## config.mk

```make
export PLATFORM = sky130hd
export DESIGN_NAME = pipe_ctrl
export DESIGN_NICKNAME = d
export VERILOG_FILES = /design/src/rtl/pipe_ctrl_pkg.sv /design/src/rtl/pipe_ctrl.sv
export SDC_FILE = /design/constraint.sdc
export NUM_CORES = 1
export LEC_CHECK = 0
export CAP_MARGIN = 10
export CELL_PAD_IN_SITES_DETAIL_PLACEMENT = 0
export CELL_PAD_IN_SITES_GLOBAL_PLACEMENT = 2
export CORE_MARGIN = 2
export CORE_UTILIZATION = 23
export CTS_BUF_LIST = sky130_fd_sc_hd__clkbuf_2
export CTS_CLUSTER_DIAMETER = 50
export DETAILED_ROUTE_END_ITERATION = 6
export GPL_TIMING_DRIVEN = 0
export PLACE_DENSITY_LB_ADDON = 0.1
export SETUP_SLACK_MARGIN = 0.1
export SKIP_LAST_GASP = 1
export SLEW_MARGIN = 10
export SYNTH_ARGS = -nofsm -noshare
export SYNTH_HDL_FRONTEND = slang
export SYNTH_SLANG_ARGS = --single-unit
```

## constraint.sdc

```tcl
create_clock -name clk -period 1.7 [get_ports clk]
set_input_delay 0.34 -clock clk [delete_from_list [all_inputs] [get_ports clk]]
set_output_delay 0.34 -clock clk [all_outputs]
set_load 0.03 [all_outputs]
```

## src/rtl/pipe_ctrl_pkg.sv

```systemverilog
// pipe_ctrl_pkg
//   Shared constants for the pipeline stall controller: EX op codes the
//   controller decodes, stall-vector patterns (bit 0 = PC ... bit 5 = WB),
//   the EX sequencer state encoding, and small op-class helpers.
package pipe_ctrl_pkg;

  // EX-stage ALU op codes (EXE_*_OP)
  localparam logic [7:0] EXE_NOP_OP   = 8'b0000_0000;
  localparam logic [7:0] EXE_MADD_OP  = 8'b1010_0110;
  localparam logic [7:0] EXE_MADDU_OP = 8'b1010_1000;
  localparam logic [7:0] EXE_MSUB_OP  = 8'b1010_1010;
  localparam logic [7:0] EXE_MSUBU_OP = 8'b1010_1011;
  localparam logic [7:0] EXE_DIV_OP   = 8'b0001_1010;
  localparam logic [7:0] EXE_DIVU_OP  = 8'b0001_1011;

  // Stall vectors: a stalled stage also stalls every stage upstream of it.
  localparam logic [5:0] STALL_NONE = 6'b000000;
  localparam logic [5:0] STALL_IF   = 6'b000011;
  localparam logic [5:0] STALL_ID   = 6'b000111;
  localparam logic [5:0] STALL_EX   = 6'b001111;
  localparam logic [5:0] STALL_MEM  = 6'b011111;

  typedef enum logic [1:0] {
    ST_IDLE     = 2'd0,
    ST_MAC1     = 2'd1,
    ST_DIV_RUN  = 2'd2,
    ST_DIV_DONE = 2'd3
  } ex_state_e;

  function automatic logic is_mac_op(input logic [7:0] op);
    return (op == EXE_MADD_OP) || (op == EXE_MADDU_OP) ||
           (op == EXE_MSUB_OP) || (op == EXE_MSUBU_OP);
  endfunction

  function automatic logic is_div_op(input logic [7:0] op);
    return (op == EXE_DIV_OP) || (op == EXE_DIVU_OP);
  endfunction

endpackage

```

## src/rtl/pipe_ctrl.sv

```systemverilog
// pipe_ctrl
//   Pipeline stall controller and multi-cycle EX sequencer. Merges stall
//   requests from IF, ID, MEM and the EX sequencer into one stall vector,
//   and sequences 2-cycle MAC ops and the iterative divider.
//
// Ports
//   clk        core clock
//   rst        synchronous reset, active-low (0 = reset)
//   req_if     fetch waiting on memory
//   req_id     load-use hazard in ID
//   req_mem    data memory access not complete
//   flush      exception/redirect, aborts any EX sequence
//   ex_op      op code of the instruction in EX
//   div_zero   divisor of the EX instruction is zero
//   sg_stall   stall vector [0] PC .. [5] WB
//   ex_count   MAC phase: 00 first cycle, 01 accumulate cycle
//   div_start  one-cycle pulse: load divider operands
//   div_cnt    current divider step
//   div_done   divider result valid this cycle
module pipe_ctrl
  import pipe_ctrl_pkg::*;
#(
  parameter int DIV_STEPS = 32
) (
  input  logic       clk,
  input  logic       rst,
  input  logic       req_if,
  input  logic       req_id,
  input  logic       req_mem,
  input  logic       flush,
  input  logic [7:0] ex_op,
  input  logic       div_zero,
  output logic [5:0] sg_stall,
  output logic [1:0] ex_count,
  output logic       div_start,
  output logic [5:0] div_cnt,
  output logic       div_done
);

  localparam logic [5:0] DIV_LAST = 6'(DIV_STEPS - 1);

  ex_state_e state;
  logic      op_mac;
  logic      op_div;
  logic      stallreq_ex;

  assign op_mac = is_mac_op(ex_op);
  assign op_div = is_div_op(ex_op);

  // EX sequencer outputs; all forced quiet while reset is asserted.
  always_comb begin
    stallreq_ex = 1'b0;
    ex_count    = 2'b00;
    div_start   = 1'b0;
    div_done    = 1'b0;
    if (rst) begin
      case (state)
        ST_IDLE: begin
          stallreq_ex = op_mac | op_div;
          // An op only launches when EX can actually advance.
          div_start   = op_div & ~req_mem & ~flush;
        end
        ST_MAC1:     ex_count    = 2'b01;
        ST_DIV_RUN:  stallreq_ex = 1'b1;
        ST_DIV_DONE: div_done    = 1'b1;
        default:     stallreq_ex = 1'b0;
      endcase
    end
  end

  // Priority encoder: the deepest stalled stage decides the vector.
  always_comb begin
    sg_stall = STALL_NONE;
    if (!rst || flush)    sg_stall = STALL_NONE;
    else if (req_mem)     sg_stall = STALL_MEM;
    else if (stallreq_ex) sg_stall = STALL_EX;
    else if (req_id)      sg_stall = STALL_ID;
    else if (req_if)      sg_stall = STALL_IF;
  end

  // Sequencer state. req_mem freezes EX, so the state holds with it.
  always_ff @(posedge clk) begin
    if (!rst || flush) begin
      state   <= ST_IDLE;
      div_cnt <= 6'd0;
    end else if (!req_mem) begin
      case (state)
        ST_IDLE: begin
          if (op_mac) begin
            state <= ST_MAC1;
          end else if (op_div) begin
            div_cnt <= 6'd0;
            state   <= div_zero ? ST_DIV_DONE : ST_DIV_RUN;
          end
        end
        ST_MAC1: state <= ST_IDLE;
        ST_DIV_RUN: begin
          if (div_cnt == DIV_LAST) begin
            state   <= ST_DIV_DONE;
            div_cnt <= 6'd0;
          end else begin
            div_cnt <= div_cnt + 6'd1;
          end
        end
        ST_DIV_DONE: state <= ST_IDLE;
        default:     state <= ST_IDLE;
      endcase
    end
  end

endmodule

```

==> impl_metrics.tcl <==
set metrics [dict create \
    maxSlewViolCount 0 \
    cp.arrival_ns 1.46 \
    numPortBuffers 28 \
    crit_top_cell "buf_6" \
    cp_data_required_time_ns 1.36 \
    start_util_pct 24.18 \
    wl_microns 1980 \
    p_leak_nw 0.5087 \
    maxCapViolations 0 \
    antenna_left 0 \
    netlist.area_leader.share_pct 24.02 \
    ys_ff_latch 8 \
    place_area_sq_um 1045 \
    grt_max_degree 11 \
    ys_top_cells_by_area "dfxtp_1, o31ai_1, a21oi_1" \
    final_util_pct 43.51 \
    post-dp-hpwl_microns 1398 \
    fmax_mhz 556.6 \
    setup_slack_ns -0.09654 \
    synth_edf_count 0 \
    globalplace.congestion 0.7917 \
    die_area_sq_um 3346 \
    hold_viol_final 0 \
    stdcell_count 148 \
    power.density_nw_per_um2 374.1 \
    clock-sinks 8 \
    synth.distinct_cells 41 \
    slowest_stage "or2b_4" \
    rows 19 \
    antenna_found_initial 0 \
    cts.clk_slew.worst_paths_ns 0.08 \
    p_total_mw 0.4489 \
    ys.flop_type "dfxtp_1" \
    rsz0062_at_grt "yes" \
    min_path_cells 2 \
    grt_pass1_wl_microns 3332 \
    cp-start-kind "input pin" \
    overflow 0 \
    num_vias 773 \
    core_sq_um 2758 \
    ys_top_cells_by_count "dfxtp_1, nor2_1, a21oi_1" \
    cts_max_level 1 \
    skew_ns 0.004139 \
    violations "negative setup slack" \
    drt_iter0_drc 6 \
    setup_violations 3 \
    final_net_count 135 \
    crit_chain "buf_6 -> or2b_4 -> a211oi_4 -> nor3_4 -> o21ai_4 -> buf_6 -> buf_6" \
    syn_inst 78 \
    finalInstanceArea_sq_um 1200 \
    nFillCells 277 \
    reg2reg_slack_ns 0.25 \
    fp.dieW_microns 57.85 \
    grt_usage_pct 12.71 \
    min_to "div_cnt[1]$_SDFFE_PN0P_" \
    syn_area_sq_um 666.9 \
    worstHoldStart "div_cnt[1]$_SDFFE_PN0P_" \
    synth_top_area_cell "dfxtp_1" \
    worstPathMaxFanout 4 \
    cts_tree "yes" \
    cts_buffers 3 \
    dp_cells 138 \
    root_buffer "clkbuf_2" \
    via_per_inst 5.223 \
    wl_per_cell_microns 13.38 \
    worstReg2RegStart "div_cnt[0]$_SDFFE_PN0P_" \
    antenna_cells 0 \
    period_share_pct 105.7 \
    yosysMostFrequentCell "dfxtp_1" \
    critical_path.max_stage_delay_ns 0.27 \
    clk_latency_ns 0.24 \
    drive_above_1_share_pct 53.85 \
    grt_pass1_vias 731 \
    ir_worst_vdd_uv 346.8 \
    first_pass_iters 4 \
    path_class "in -> out" \
    die_y_microns 57.85 \
    yosys_warnings 0 \
    ys_async_sr_fraction_pct 0 \
    synth.avg_cell_area_sq_um 8.550 \
    cts_buffer_depth 2 \
    syn_to_final_growth_pct 79.92 \
    drc_errors 0 \
    synth_seq_area_share_pct 24.02 \
    ios 31 \
    hp-class "reg -> reg" \
    endpoint_kind "primary output" \
    status "finished, violations left" \
    reg2reg_depth 5 \
    r2r-end "div_cnt[5]$_SDFFE_PN0P_" \
    fin_crit_ns 1.797 \
]
==> repair_timing <==
action,4_1_cts,5_1_grt
hold buffers,0,0
gates resized for setup,106,10
pin swaps,13,5
endpoints found under the setup margin,18,10
buffers inserted,7,1
hold endpoints to repair,0,0
==> per-layer routing <==
layer / vias up / wire [microns] / global-route usage (%)
li1: 377 / - / -
met1: 373 / 920 / 16.48
met2: 19 / 957 / 20.94
met3: 4 / 83 / 3.571
met4: 0 / 18 / 2.990
met5: - / 0 / 0
==> flip-flops by register name, indices dropped and copies added (netlist names) <==
signal / count
state: 2
div_cnt: 6
==> through the flow <==
step / hold slack [ns] / TNS (ns) / worst slack, ns
final: 0.4911 / -0.1303 / -0.09654
after global routing: 0.5071 / -0.2833 / -0.1335
after CTS: 0.4895 / -0.3176 / -0.1390
after detailed placement: 0.4780 / -8.080 / -1.122
after global placement: 0.4779 / -8.145 / -1.148
after floorplan: 0.5234 / -0.03031 / -0.03031
==> where the power goes <==
group / internal (mW) / total, mW / switching, mW
Combinational: 0.0748 / 0.147 / 0.0720
Sequential: 0.186 / 0.186 / 0.000153
Clock: 0.0481 / 0.116 / 0.0683
==> critical path: cells and delay by family <==
kind,cells,cell delay [ns]
compound gates,2,0.42
simple gates,2,0.37
buf+inv,3,0.32
==> worst max path at each step <==
| stage | from | endpoint | slack [ns] | depth (start not counted) |
|---|---|---|---|---|
| 2_1_floorplan | ex_op[3] | sg_stall[1] | -0.03 | 5 |
| 4_1_cts | ex_op[2] | sg_stall[1] | -0.14 | 7 |
| 6_report | ex_op[2] | sg_stall[1] | -0.1 | 7 |
| 5_1_grt | ex_op[3] | sg_stall[1] | -0.13 | 7 |
| 3_5_place_dp | rst | sg_stall[1] | -1.12 | 7 |
| 3_3_place_gp | rst | sg_stall[1] | -1.15 | 7 |
==> layout make-up <==
| type | count | area, sq um | share of cell area, % |
|---|---|---|---|
| multi-input cells | 63 | 584.3 | 48.70 |
| repair buffers | 36 | 336.6 | 28.05 |
| flip-flops and latches | 8 | 166.4 | 13.87 |
| plain buffers | 5 | 51.30 | 4.275 |
| well taps | 31 | 38.79 | 3.233 |
| clock buffers | 3 | 15.01 | 1.251 |
| inverters | 2 | 7.507 | 0.6257 |
==> placed cells by master (no fill, tap or decap), types with 2 or more instances in the layout <==
master | synthesis | final
buf_6 | 1 | 11
buf_4 | 3 | 10
dlygate4sd2_1 | 0 | 7
nor2_1 | 6 | 6
a21oi_1 | 5 | 5
dfxtp_1 | 8 | 5
clkbuf_2 | 0 | 4
o31ai_1 | 4 | 3
buf_2 | 0 | 3
clkdlybuf4s50_1 | 0 | 3
clkdlybuf4s15_2 | 0 | 3
nor3_4 | 0 | 2
nand3b_1 | 2 | 2
a211oi_4 | 1 | 2
nand2_4 | 0 | 2
nand4_1 | 2 | 2
nand2b_1 | 2 | 2
o41ai_1 | 2 | 2
nand3_1 | 2 | 2
conb_1 | 1 | 2
dfxtp_2 | 0 | 2
==> kinds of logic after synthesis <==
logic type	Yosys count	share of synthesized area (%)
adders and majority gates	1	1.876
buffers and inverters	8	7.318
DFF	8	24.01
AOI/OAI and AO/OA	25	29.65
and+or+nand+nor	35	36.58
other	1	0.5623
Note: power is estimated with default switching activity, not from simulation.
